File: config.mk
export PLATFORM = sky130hd
export DESIGN_NAME = tick_sample_sequencer
export DESIGN_NICKNAME = d
export VERILOG_FILES = /design/src/rtl/tick_sample_sequencer.sv
export SDC_FILE = /design/constraint.sdc
export NUM_CORES = 1
export LEC_CHECK = 0
export ABC_CLOCK_PERIOD_IN_PS = 3100
export BUFFER_PORTS_ARGS = -buffer_cell sky130_fd_sc_hd__buf_2
export CAP_MARGIN = 20
export CELL_PAD_IN_SITES_DETAIL_PLACEMENT = 0
export CELL_PAD_IN_SITES_GLOBAL_PLACEMENT = 2
export CORE_MARGIN = 2
export CORE_UTILIZATION = 36
export CTS_BUF_LIST = sky130_fd_sc_hd__clkbuf_2 sky130_fd_sc_hd__clkbuf_4 sky130_fd_sc_hd__clkbuf_8
export CTS_CLUSTER_SIZE = 40
export DETAILED_ROUTE_END_ITERATION = 10
export GPL_TIMING_DRIVEN = 0
export PLACE_DENSITY_LB_ADDON = 0.1
export SYNTH_ARGS = -nofsm -noshare
export SYNTH_HDL_FRONTEND = slang
export SYNTH_SLANG_ARGS = --single-unit
File: constraint.sdc
create_clock -name clk_i -period 3.1 [get_ports clk_i]
set_clock_uncertainty 0.2 [all_clocks]
set_input_delay 0.155 -clock clk_i [delete_from_list [all_inputs] [get_ports clk_i]]
set_output_delay 0.155 -clock clk_i [all_outputs]
set_load 0.05 [all_outputs]
File: src/rtl/tick_sample_sequencer.sv
// tick_sample_sequencer: periodic tick generator driving a masked multi-channel sampling sequence on a shared ADC
// Ports:
//   clk_i, reset_ni                  clock, asynchronous active-low reset
//   enable_i, period_i               tick enable and period minus one (clk_i cycles)
//   ch_mask_i                        channels sampled on each accepted tick
//   clear_i                          clears overrun_o / timeout_o
//   tick_o                           one-cycle tick pulse
//   adc_start_o, adc_busy_i          conversion request / ADC not ready
//   adc_done_i, adc_data_i           conversion-complete strobe and result
//   sample_o, sample_ch_o            registered sample and its channel
//   sample_valid_o                   one-cycle strobe for sample_o / sample_ch_o
//   seq_busy_o                       sequence in progress
//   overrun_o, timeout_o             sticky error flags
module tick_sample_sequencer #(
    parameter int NUM_CH  = 4,
    parameter int TIMEOUT = 1023,
    parameter int DATA_W  = 16
) (
    input  logic                      clk_i,
    input  logic                      reset_ni,
    input  logic                      enable_i,
    input  logic [23:0]               period_i,
    input  logic [NUM_CH-1:0]         ch_mask_i,
    input  logic                      clear_i,
    output logic                      tick_o,
    output logic                      adc_start_o,
    input  logic                      adc_busy_i,
    input  logic                      adc_done_i,
    input  logic [DATA_W-1:0]         adc_data_i,
    output logic [DATA_W-1:0]         sample_o,
    output logic [$clog2(NUM_CH)-1:0] sample_ch_o,
    output logic                      sample_valid_o,
    output logic                      seq_busy_o,
    output logic                      overrun_o,
    output logic                      timeout_o
);
    localparam int CH_W = $clog2(NUM_CH);
    localparam int TO_W = $clog2(TIMEOUT + 1);
    typedef enum logic [1:0] {IDLE, SELECT, START, WAIT} state_t;
    state_t              state, state_nx;
    logic [23:0]         cnt;
    logic [NUM_CH-1:0]   pending, rest;
    logic [CH_W-1:0]     cur_ch, low_ch;
    logic [TO_W-1:0]     wait_cnt;
    logic                done_ev, to_ev;
    // >= rather than == so a period lowered below the running count wraps at once
    always_ff @(posedge clk_i or negedge reset_ni)
        if (!reset_ni) cnt <= '0;
        else cnt <= (!enable_i || cnt >= period_i) ? '0 : cnt + 24'd1;
    // gated by reset so the tick is also silent while reset is held
    assign tick_o     = reset_ni && enable_i && cnt == '0;
    assign seq_busy_o = state != IDLE;
    always_comb begin
        low_ch = '0;
        for (int k = NUM_CH - 1; k >= 0; k--)
            if (pending[k]) low_ch = CH_W'(k);
        rest        = pending & ~(NUM_CH'(1) << cur_ch);
        done_ev     = state == WAIT && adc_done_i;
        to_ev       = state == WAIT && !adc_done_i && wait_cnt == TO_W'(TIMEOUT - 1);
        adc_start_o = state == START && !adc_busy_i;
        state_nx    = state;
        case (state)
            IDLE:    if (tick_o && ch_mask_i != '0) state_nx = SELECT;
            SELECT:  state_nx = START;
            START:   if (!adc_busy_i) state_nx = WAIT;
            WAIT:    if (done_ev || to_ev) state_nx = rest != '0 ? SELECT : IDLE;
            default: state_nx = IDLE;
        endcase
    end
    always_ff @(posedge clk_i or negedge reset_ni)
        if (!reset_ni) begin
            state          <= IDLE;
            pending        <= '0;
            cur_ch         <= '0;
            wait_cnt       <= '0;
            sample_o       <= '0;
            sample_ch_o    <= '0;
            sample_valid_o <= 1'b0;
            overrun_o      <= 1'b0;
            timeout_o      <= 1'b0;
        end else begin
            state          <= state_nx;
            pending        <= (state == IDLE && tick_o) ? ch_mask_i :
                              (done_ev || to_ev) ? rest : pending;
            cur_ch         <= state == SELECT ? low_ch : cur_ch;
            wait_cnt       <= state == WAIT ? wait_cnt + TO_W'(1) : '0;
            sample_valid_o <= done_ev;
            sample_o       <= done_ev ? adc_data_i : sample_o;
            sample_ch_o    <= done_ev ? cur_ch : sample_ch_o;
            overrun_o      <= (tick_o && state != IDLE) || (overrun_o && !clear_i);
            timeout_o      <= to_ev || (timeout_o && !clear_i);
        end
endmodule

# After elaboration in Yosys (flattened, before gate mapping)

Cells that the tools add are included.

Bitwise operators: 2
Divide/modulo/power cells: 0
Equality and inequality tests: 7
$lt $le $gt $ge: 1
Shift operators: 1
Reductions and logical operators: 26
$add $sub $neg: 2
Muxes and demuxes: 13
Multiply operators: 0

Operators with widths:

| operator              | number |
|---|---|
| $add 24x1->24 const B | 1 |
| $ge 24x24->1          | 1 |
| $logic_not 24->1      | 1 |
| $mux 24               | 1 |
| $mux 2                | 7 |
| $logic_and 1x1->1     | 11 |
| $add 10x1->10 const B | 1 |
| $eq 10x10->1 const B  | 1 |
| $mux 10               | 1 |
| $mux 4                | 2 |
| $pmux 2 s4            | 1 |
| $reduce_bool 4->1     | 2 |
| $and 4x4->4           | 1 |
| $eq 2x2->1 const B    | 2 |
| $logic_not 1->1       | 4 |
| $logic_or 1x1->1      | 4 |
| $ne 2x2->1 const B    | 2 |
| $not 4->4             | 1 |
| $reduce_bool 2->1     | 2 |
| $shl 1x2->4 const A   | 1 |
| $reduce_and 3->1      | 1 |
| $eq 2x1->1 const B    | 1 |
| $logic_not 2->1       | 1 |
| $ne 2x1->1 const B    | 1 |
| $mux 1                | 1 |

Bits in latches: 0
Memories: 0
Bits in read-only memories: 0
Flip-flop bits (word level): 63
Word-level logic and storage cells: 62
Bits in writable memories: 0

# Longest topological paths before layout

Gate-level depths: netlist of run 1.

Word-level depth: 7
Depth in mapped cells: 8

# Worst setup path after synthesis of run 1

No wires, ideal clock.

Kind: reg2reg
From: register cnt[0]
To: register overrun_o
Cell stages (with the launch flop): 7
Data arrival time: 2393 ps
Setup slack: 434 ps
Period minus slack after synthesis: 2666 ps
Cells stage by stage: dfrtp_1 > inv_1 > ha_1 > and4bb_1 > nand4_2 > nor3_1 > a22o_1

Word-level cells in the longest chain between the ends: 4

RTL lines:

| element                | line | text |
|---|---|---|
| start, declared        | 41   | `logic [23:0] cnt;` |
| start signal, assigned | 49   | `else cnt <= (!enable_i \|\| cnt >= period_i) ? '0 : cnt + 24'd1;` |
| $logic_not 24->1       | 51   | `assign tick_o = reset_ni && enable_i && cnt == '0;` |
| $logic_and 1x1->1      | 51   |  |
| via tick_o             | 25   | `output logic tick_o,` |
| $logic_and 1x1->1      | 90   | `overrun_o <= (tick_o && state != IDLE) \|\| (overrun_o && !clear_i);` |
| $logic_or 1x1->1       | 90   |  |
| end signal, assigned   | 90   |  |
| end, declared          | 34   | `output logic overrun_o,` |

The timed path passes the listed nets, and every way through them passes these cells.
A chain may end at the register's enable or synchronous reset.

# Worst setup path after layout of run 1

From: register cnt[0]
To: register cnt[10]

Word-level cells in the longest chain between the ends: 3
Elaborated cells on any way between the ends: 4
Classes of those cells: 1 x add/sub; 1 x order compare; 1 x mux; 1 x reduce/logical

RTL lines:

| element          | line |
|---|---|
| $ge 24x24->1     | 49 |
| $logic_or 1x1->1 | 49 |
| $mux 24 *        | 49 |

Every way passes the cells marked *; elsewhere a longest branch is shown, timed or not.

==> impl_metrics.csv, run 1 <==
group,metric,value,unit
logic_synthesis,netlist.top_cell.by_area,"dfrtp_1",
sta,fin_worst_hold_slack,86.5,ps
logic_synthesis,syn_avg_cell_area,10.1,um^2
logic_synthesis,syn-num-nets,443,
worst_setup_path,worstPathMaxFanout,10,
clocking,clk_latency,340,ps
placement,port_buffers,73,
sta,hold_viol_final,0,
sta,drv_slew,0,
global_route,grt_overflow,0,
power,peakVddDrop,473,uV
routing,vias,2915,
logic_synthesis,netlist_area,3630,um^2
logic_synthesis,yosysWarnings,0,
floorplanning,start_util,37.1,%
clocking,cts_made_buffers,9,
logic_synthesis,synthDistinctLibCells,49,
layout,diodes,0,
routing,drt_iter0_drc,123,
sta,setup_viol,0,
power,power.leakage,0.00230,uW
layout,drive_gt1_share,25.3,%
global_route,track_usage,16.2,%
routing,via_per_inst,4.83,
sta,max_slew.worst_pin.slew,634,ps
clocking,clk_pin_slew,70,ps
layout,fin_util,47.3,%
run_status,outcome,"finished, final reports clean",
worst_setup_path,arrival,2950,ps
placement,dpl.hpwl,5920,um
sta,fmax,0.347,GHz
layout,syn2layout_area_growth,27.2,%
floorplanning,rows,36,
worst_setup_path,cp-end-kind,"register",
logic_synthesis,ys_ff_latch,63,
sta,tns,0,ps
logic_synthesis,synth-async-reset-ratio,100,%
job,cap_violations,0,
clocking,cts_max_level,3,
global_route,grt_pass1_vias,2956,
floorplanning,core_area,9770,um^2
floorplanning,io-pin-count,74,
floorplanning,die_height,104,um
clocking,postCtsSetupRepairBufs,0,
min_path,hold_class,"input port to register",
routing,dr.pass1.iters,4,
worst_setup_path,worst_ep_required_time,3170,ps
global_route,antenna_found_initial,0,
clocking,cts_tree,"done",
logic_synthesis,synthFlopType,"dfrtp_1",
sta,rsz0062_at_grt,"no",
global_route,grt_max_degree,65,
worst_setup_path,path_class,"register to register",
logic_synthesis,synth_top_area_share,43.4,%
logic_synthesis,ys_seq_area_share,43.4,%
layout,stdcell_count,604,
placement,gp_congestion,0.794,
worst_setup_path,startpoint_type,"register",
logic_synthesis,synth_edf_count,0,
sta,maxSlewHeadroom,57.4,%
routing,routed_wirelength,8140,um
floorplanning,die_w,104,um
power,finalPower,3170,uW
global_route,grt_pass1_wl,14100,um
routing,routedWlPerCell,13.5,um
clocking,clock_sinks,63,
floorplanning,die_area,10900,um^2
sta,fin_crit_sh,93.1,%
sta,final.min_clock_period,2890,ps
clocking,clockBufferDepth,2,
power,power.density,687,nW/um^2
routing,drc,0,
placement,dp.cells,566,
logic_synthesis,ys_top_cells_by_area,"dfrtp_1, ha_1, mux2_2",
routing,ant_nets,0,
logic_synthesis,synthCells,360,
clocking,ctsRootBufferMaster,"clkbuf_8",
layout,fin_nets,550,
==> per-layer routing <==
layer | up-vias | global-route usage (%) | part of all wire (%)
met4 | 0 | 5.69 | 1.5
met5 | - | 0 | 0
met3 | 12 | 4.51 | 5.0
met2 | 66 | 25.2 | 43
met1 | 1373 | 21.6 | 50
li1 | 1464 | - | -
==> worst paths after layout <==
| kind | endpoint | startpoint | cells after the start | slack, ps |
|---|---|---|---|---|
| worst max-delay path | cnt[10] | cnt[0] | 8 | 210 |
| worst min-delay path | state[0] | adc_done_i | 4 | 90 |
| worst max register to register | cnt[10] | cnt[0] | 8 | 210 |
| worst min register to register | sample_ch_o[1] | sample_ch_o[1] | 1 | 300 |
| max in group asynchronous | cnt[3] | reset_ni | 2 | 2130 |
| min in group asynchronous | cnt[13] | reset_ni | 2 | 180 |
==> cell usage in the layout (no fill, tap or decap), types with 3 or more instances in the layout <==
cell type,count
a21boi_0,3
a21oi_1,12
and2_1,6
and3_1,10
buf_2,74
clkbuf_1,5
clkbuf_8,10
dfrtp_1,63
dlygate4sd3_1,23
ha_1,33
inv_1,35
mux2_2,21
nand2_1,22
nand2b_1,3
nand3_1,17
nand4_1,10
nor2_1,32
nor2b_1,3
nor3_1,4
nor4_1,4
o21ai_0,12
o31ai_1,3
or3_1,5
xnor2_1,10
xor2_1,16
==> cell usage after synthesis, types with 2 or more instances <==
master    instances
a21o_1            2
nand4_1          10
o21ai_0          12
nand2b_1          3
nor2b_1           3
or3_1             5
mux2_2           21
nor2_1           32
and4_1            2
nor4_1            4
and2_1            6
buf_2             2
a21oi_1          12
xnor2_1          10
clkbuf_1          5
nand3_1          17
nor3_1            4
xor2_1           16
nand2_1          22
nor4_2            2
o31ai_1           3
a21boi_0          3
ha_1             33
dfrtp_1          63
and3_1           10
inv_1            35
==> where the power goes <==
group	switching, uW	internal, uW	total, uW	leakage (uW)
registers	130	1010	1140	0.000828
clock network	315	489	804	0.000110
logic	817	416	1230	0.00137
==> state kept, by name, indices dropped and copies added (netlist names) <==
name and cells:
pending 4, sample_ch_o 2, wait_cnt 10, cnt 24, sample_o 16, overrun_o 1
state 2, cur_ch 2, sample_valid_o 1, timeout_o 1
==> critical path: stages, from the launching register on <==
cell and delay, ps:
dfrtp_1 420, inv_1 90, ha_1 260, nand2b_1 140, a2111o_1 400, a311oi_1 520, o211ai_1 350, buf_2 290
nor2_1 120
==> metrics by stage <==
stage / instance area, um^2 / setup slack (ps)
5_1_grt: 4620 / 50.3
3_5_place_dp: 4170 / 246
4_1_cts: 4620 / 76.1
3_3_place_gp: 4160 / -119
6_report: 4620 / 215
2_1_floorplan: 3630 / 434
==> final cells by class <==
class	count	area (um^2)
inverter	35	131
fill	949	5150
buffer	8	36.3
clock inverter	3	67.6
multi-input combinational	254	1890
tap	133	166
timing repair buffer	96	602
sequential	63	1580
clock buffer	12	153
==> logic make-up (layout without fill, tap and decap cells) <==
family	count (synthesis)	count (layout)	synth area share (%)
fa+ha+maj	33	33	11.4
simple gates	128	128	19.2
buf+inv	43	154	4.62
flops	63	63	43.4
compound gates	44	44	8.00
xor+xnor	26	26	6.27
mux	23	23	7.10
==> what timing repair did <==
item | CTS | global route
gates resized for setup | 0 | 1
endpoints found under the setup margin | 0 | 1
hold buffers | 23 | 0
endpoints found under the hold margin | 86 | 0
Power figures use the tool's default switching activity.
==> inputs of run 2 (changes only) <==
--- a/config.mk
+++ b/config.mk
@@ -6,14 +6,13 @@
 export NUM_CORES = 1
 export LEC_CHECK = 0
 export ABC_CLOCK_PERIOD_IN_PS = 3100
-export BUFFER_PORTS_ARGS = -buffer_cell sky130_fd_sc_hd__buf_2
+export BUFFER_PORTS_ARGS = -buffer_cell sky130_fd_sc_hd__buf_4
 export CAP_MARGIN = 20
 export CELL_PAD_IN_SITES_DETAIL_PLACEMENT = 0
 export CELL_PAD_IN_SITES_GLOBAL_PLACEMENT = 2
 export CORE_MARGIN = 2
 export CORE_UTILIZATION = 36
 export CTS_BUF_LIST = sky130_fd_sc_hd__clkbuf_2 sky130_fd_sc_hd__clkbuf_4 sky130_fd_sc_hd__clkbuf_8
-export CTS_CLUSTER_SIZE = 40
 export DETAILED_ROUTE_END_ITERATION = 10
 export GPL_TIMING_DRIVEN = 0
 export PLACE_DENSITY_LB_ADDON = 0.1
==> run 2 against run 1 <==
Effect of this change:
- cell area up 3.3%
- critical path depth unchanged
- maximum frequency down 2.1%
- die area unchanged
- count of clock-buffer cells in the layout down 2
- utilization up 1.6 points
- non-clock buffer count unchanged
- clock power down 10%
- largest cell class unchanged
==> impl_metrics.csv, run 2 (synthesized netlist as in run 1, its figures left out) <==
group,metric,value,unit
run_status,outcome,"finished, final reports clean",
worst_setup_path,r2r_slack,150,ps
floorplanning,start_util,37.1,%
clocking,clk_latency,350,ps
layout,final_area,4770,um^2
min_path,hold_class,"input port to register",
sta,fin_crit_sh,95.1,%
global_route,grt_pass1_wl,14300,um
worst_setup_path,worstPathMaxFanout,10,
layout,final_cell_mix,"buf_4, dfrtp_1, inv_1",
sta,drv_slew,0,
power,swShare,40.2,%
routing,drt_iter0_drc,114,
placement,port_buffers,73,
power,p_switching,1280,uW
sta,maxSlewHeadroom,45.5,%
floorplanning,io-pin-count,74,
layout,top_regs,"cnt: 24 flops, sample_o: 16 flops, wait_cnt: 10 flops",
worst_setup_path,worst_ep_required_time,3170,ps
global_route,grt_pass1_vias,2976,
floorplanning,rows,36,
global_route,track_usage,16.4,%
routing,dr.pass1.iters,4,
sta,rsz0062_at_grt,"no",
power,p_clk_share,22.6,%
worst_setup_path,cp-end-kind,"register",
routing,drc,0,
global_route,grt_max_degree,65,
clocking,clk_pin_slew,80,ps
sta,final.min_clock_period,2950,ps
power,p_seq_share,35.8,%
layout,n_fill_cell,943,
clocking,cts_tree,"done",
clocking,ctsRootBufferMaster,"clkbuf_8",
power,power.leakage,0.00235,uW
layout,largest_reg_flops,24,
min_path,hold_start,"adc_done_i",
layout,diodes,0,
floorplanning,die_height,104,um
routing,vias,2949,
placement,gp_congestion,0.779,
job,cap_violations,0,
worst_setup_path,path_cells,"inv_1 -> ha_1 -> nand2b_1 -> a2111o_1 -> a311oi_1 -> o211ai_1 -> buf_2 -> nor2_1",
sta,tns,0,ps
worst_setup_path,startpoint_type,"register",
clocking,cts_made_buffers,9,
floorplanning,die_area,10900,um^2
floorplanning,die_w,104,um
floorplanning,core_area,9770,um^2
layout,drive_gt1_share,25.4,%
sta,setup_viol,0,
sta,hold_viol_final,0,
power,peakVddDrop,512,uV
worst_setup_path,cp-startpoint,"cnt[0]",
worst_setup_path,cp_slowest_stage_delay,560,ps
placement,dpl.hpwl,5870,um
routing,ant_nets,0,
worst_setup_path,cpMaxStageDelayCell,"a311oi_1",
power,p_int,1910,uW
layout,top_register,"cnt",
routing,routed_wirelength,8110,um
routing,routedWlPerCell,13.4,um
worst_setup_path,path_class,"register to register",
layout,fin_nets,550,
sta,max_slew.worst_pin.slew,818,ps
worst_setup_path,timing.rr.start,"cnt[0]",
global_route,antenna_found_initial,0,
clocking,clockBufferDepth,2,
power,p_comb_share,41.5,%
clocking,cts_max_level,3,
layout,syn2layout_area_growth,31.5,%
placement,placed_cell_area,4350,um^2
power,power.density,668,nW/um^2
sta,fmax,0.339,GHz
routing,via_per_inst,4.87,
layout,final_common_cell,"buf_4",
global_route,grt_overflow,0,
clocking,clock_sinks,63,
worst_setup_path,arrival,3020,ps
[run 2: final timing paths]
check / endpoint / cells after the start
max in group asynchronous: sample_o[7] / 2
setup reg to reg: cnt[18] / 8
min in group asynchronous: cnt[5] / 2
hold / removal: state[0] / 4
setup / recovery: cnt[18] / 8
hold reg to reg: wait_cnt[0] / 1
[run 2: power groups by stage]
stage	combinational (uW)	sequential, uW	clock (uW)
floorplan	487	1570	0
global placement	1310	1150	0
detailed placement	1320	1160	0
CTS	1340	1140	751
global route	1420	1170	793
finish	1330	1140	722
[run 2: what timing repair did]
action                    4_1_cts  5_1_grt
hold endpoints to repair       86        0
resized for setup               0        0
hold buffers                   23        0
buffers inserted                0        0
[run 2: area by class of cell]
type                            instances  area [um^2]  share of cell area (%)
Multi-Input combinational cell        254         1890                    39.5
Sequential cell                        63         1580                    33.0
Timing Repair Buffer                   96          778                    16.3
Tap cell                              133          166                    3.49
Clock buffer                           10          138                    2.88
Inverter                               35          131                    2.75
Clock inverter                          6         60.1                    1.26
Buffer                                  8         36.3                   0.760
[run 2: critical path, delay by kind of cell (launching register included)]
| family | cells | cell delay [ps] |
|---|---|---|
| AOI/OAI and AO/OA | 3 | 1340 |
| adders and majority gates | 1 | 260 |
| buffers and inverters | 2 | 400 |
| DFF | 1 | 430 |
| and+or+nand+nor | 2 | 250 |
[run 2: per-layer routing]
layer	track usage, %	part of all wire [%]	vias to the layer above
li1	-	-	1469
met1	22.5	49	1400
met2	24.8	44	70
met3	4.64	5.0	10
met4	5.50	1.4	0
met5	0	0	-
[run 2: through the flow]
step	setup WS, ps	std cells	utilization, %	total power [uW]	hold WS, ps
6_report	152	605	48.8	3190	79.3
5_1_grt	18.8	605	48.8	3390	87.9
4_1_cts	133	605	48.8	3230	49.1
3_5_place_dp	220	566	44.5	2470	110
3_3_place_gp	256	566	44.5	2460	118
2_1_floorplan	434	360	-	2060	-341
==> inputs of run 3 (changes only) <==
--- a/config.mk
+++ b/config.mk
@@ -16,6 +16,7 @@
 export DETAILED_ROUTE_END_ITERATION = 10
 export GPL_TIMING_DRIVEN = 0
 export PLACE_DENSITY_LB_ADDON = 0.1
+export REMOVE_ABC_BUFFERS = 1
 export SYNTH_ARGS = -nofsm -noshare
 export SYNTH_HDL_FRONTEND = slang
 export SYNTH_SLANG_ARGS = --single-unit
==> run 3 against run 2 <==
Effect of this change:
- non-clock buffer count decreased by 6
- via count decreased by 2.4%
- largest power group unchanged
- highest routed layer unchanged
- die area unchanged
==> impl_metrics.csv, run 3 (synthesized netlist as in run 1, its figures left out) <==
group,metric,value,unit
run_status,outcome,"finished, final reports clean",
clocking,clockBufferDepth,2,
sta,fmax,0.369,GHz
power,finalPower,3360,uW
sta,rsz0062_at_grt,"no",
global_route,grt_pass1_vias,2902,
placement,gp_congestion,0.773,
layout,stdcell_count,599,
clocking,cts_tree,"done",
floorplanning,rows,36,
layout,diodes,0,
layout,top_register,"cnt",
sta,maxSlewHeadroom,42.2,%
worst_setup_path,startpoint_type,"input port",
layout,final_cell_mix,"buf_4, dfrtp_1, inv_1",
routing,routedWlPerCell,13.3,um
routing,routed_wirelength,7990,um
worst_setup_path,cp_slowest_stage_delay,550,ps
power,p_switching,1290,uW
worst_setup_path,path_cells,"dlygate4sd3_1 -> buf_6 -> and4bb_1 -> nand4_2 -> nor3_1 -> buf_4",
global_route,grt_max_degree,65,
clocking,clock_sinks,63,
power,swShare,38.3,%
routing,via_per_inst,4.80,
sta,setup_slack,387,ps
worst_setup_path,arrival,2360,ps
global_route,track_usage,15.7,%
power,peakVddDrop,621,uV
sta,fin_worst_hold_slack,115,ps
global_route,grt_overflow,0,
routing,drc,0,
placement,port_buffers,73,
layout,final_common_cell,"buf_4",
clocking,cts_made_buffers,9,
power,power.density,699,nW/um^2
placement,dpl.hpwl,5730,um
worst_setup_path,cpMaxStageDelayCell,"dlygate4sd3_1",
clocking,clk_pin_slew,70,ps
worst_setup_path,worstPathMaxFanout,64,
routing,vias,2878,
sta,setup_viol,0,
layout,fin_nets,544,
floorplanning,die_w,104,um
placement,post-place-ws,356,ps
worst_setup_path,cp-end-kind,"output port",
routing,drt_iter0_drc,90,
floorplanning,die_area,10900,um^2
floorplanning,core_area,9770,um^2
routing,wl_met3,385,um
layout,largest_reg_flops,24,
floorplanning,die_height,104,um
layout,drive_gt1_share,25.5,%
placement,dp.cells,560,
min_path,hold_class,"input port to register",
floorplanning,io-pin-count,74,
floorplanning,start_util,37.1,%
power,p_comb_share,39.5,%
clocking,clk_latency,340,ps
routing,dr.pass1.iters,4,
routing,routed.top_layer,"met4",
worst_setup_path,path_class,"input port to output port",
global_route,antenna_found_initial,0,
layout,fin_util,49.2,%
power,p_seq_share,34.3,%
worst_setup_path,worst_ep_required_time,2740,ps
power,p_clk_share,26.2,%
routing,ant_nets,0,
clocking,cts_max_level,3,
sta,max_slew.worst_pin.slew,865,ps
routing,drt-met1-wl,3740,um
sta,fin_crit_sh,87.5,%
clocking,ctsRootBufferMaster,"clkbuf_8",
power,power.leakage,0.00237,uW
sta,hold_viol_final,0,
power,p_int,2070,uW
job,cap_violations,0,
sta,final.min_clock_period,2710,ps
layout,top_regs,"cnt: 24 flops, sample_o: 16 flops, wait_cnt: 10 flops",
layout,syn2layout_area_growth,32.4,%
routing,wl_met2,3750,um
sta,drv_slew,0,
global_route,grt_pass1_wl,13800,um
## run 3: changes by cell type in the layout (fill, tap and decap cells not counted)
cell        before  now
buf_2            2    0
buf_4           74   73
buf_6            0    2
bufinv_16        1    3
clkbuf_1         5    0
clkinv_2         3    2
clkinvlp_4       2    1
## run 3: worst paths after layout
path                              from     endpoint  slack (ps)  depth (start not counted)
hold reg to reg            wait_cnt[0]  wait_cnt[0]         310                          1
max in group asynchronous     reset_ni       cnt[7]        2120                          2
hold / removal              adc_done_i    timeout_o         120                          4
setup / recovery              reset_ni       tick_o         390                          6
min in group asynchronous     reset_ni      cnt[13]         160                          2
setup reg to reg                cnt[0]       cnt[3]         390                          8
## run 3: area by class of cell
type                       instances  area (um^2)
tap                              133          166
clock buffer                      10          138
clock inverter                     6          108
inverter                          35          131
multi-input combinational        254         1890
timing repair buffer              98          801
sequential                        63         1580
fill                             933         4970
## run 3: layer usage
layer  up-vias  global-route usage (%)
li1       1450                       -
met1      1357                    20.9
met2        61                    24.6
met3        10                    4.51
met4         0                    4.83
met5         -                       0
## run 3: per-stage QoR
step,cell area (um^2),setup TNS [ps]
4_1_cts,4800,0
2_1_floorplan,3590,0
3_3_place_gp,4310,-8780
5_1_grt,4810,0
3_5_place_dp,4330,0
6_report,4810,0
## run 3: power by group through the flow
stage | Clock, uW | Sequential (uW) | Combinational [uW]
final | 880 | 1150 | 1330
after global routing | 951 | 1180 | 1430
after CTS | 903 | 1150 | 1340
after detailed placement | 0 | 1160 | 1310
after global placement | 0 | 1150 | 1300
after floorplan | 0 | 1570 | 480
## run 3: worst max-delay path: cells and delay by family
family	cells	cell delay, ps
buffers and inverters	3	1270
AND/OR/NAND/NOR	3	890
## run 3: repair_timing
action | 4_1_cts | 5_1_grt
setup endpoints to repair | 0 | 1
gates resized for setup | 0 | 1
hold buffers | 23 | 0
endpoints found under the hold margin | 86 | 0
setup buffers | 0 | 0
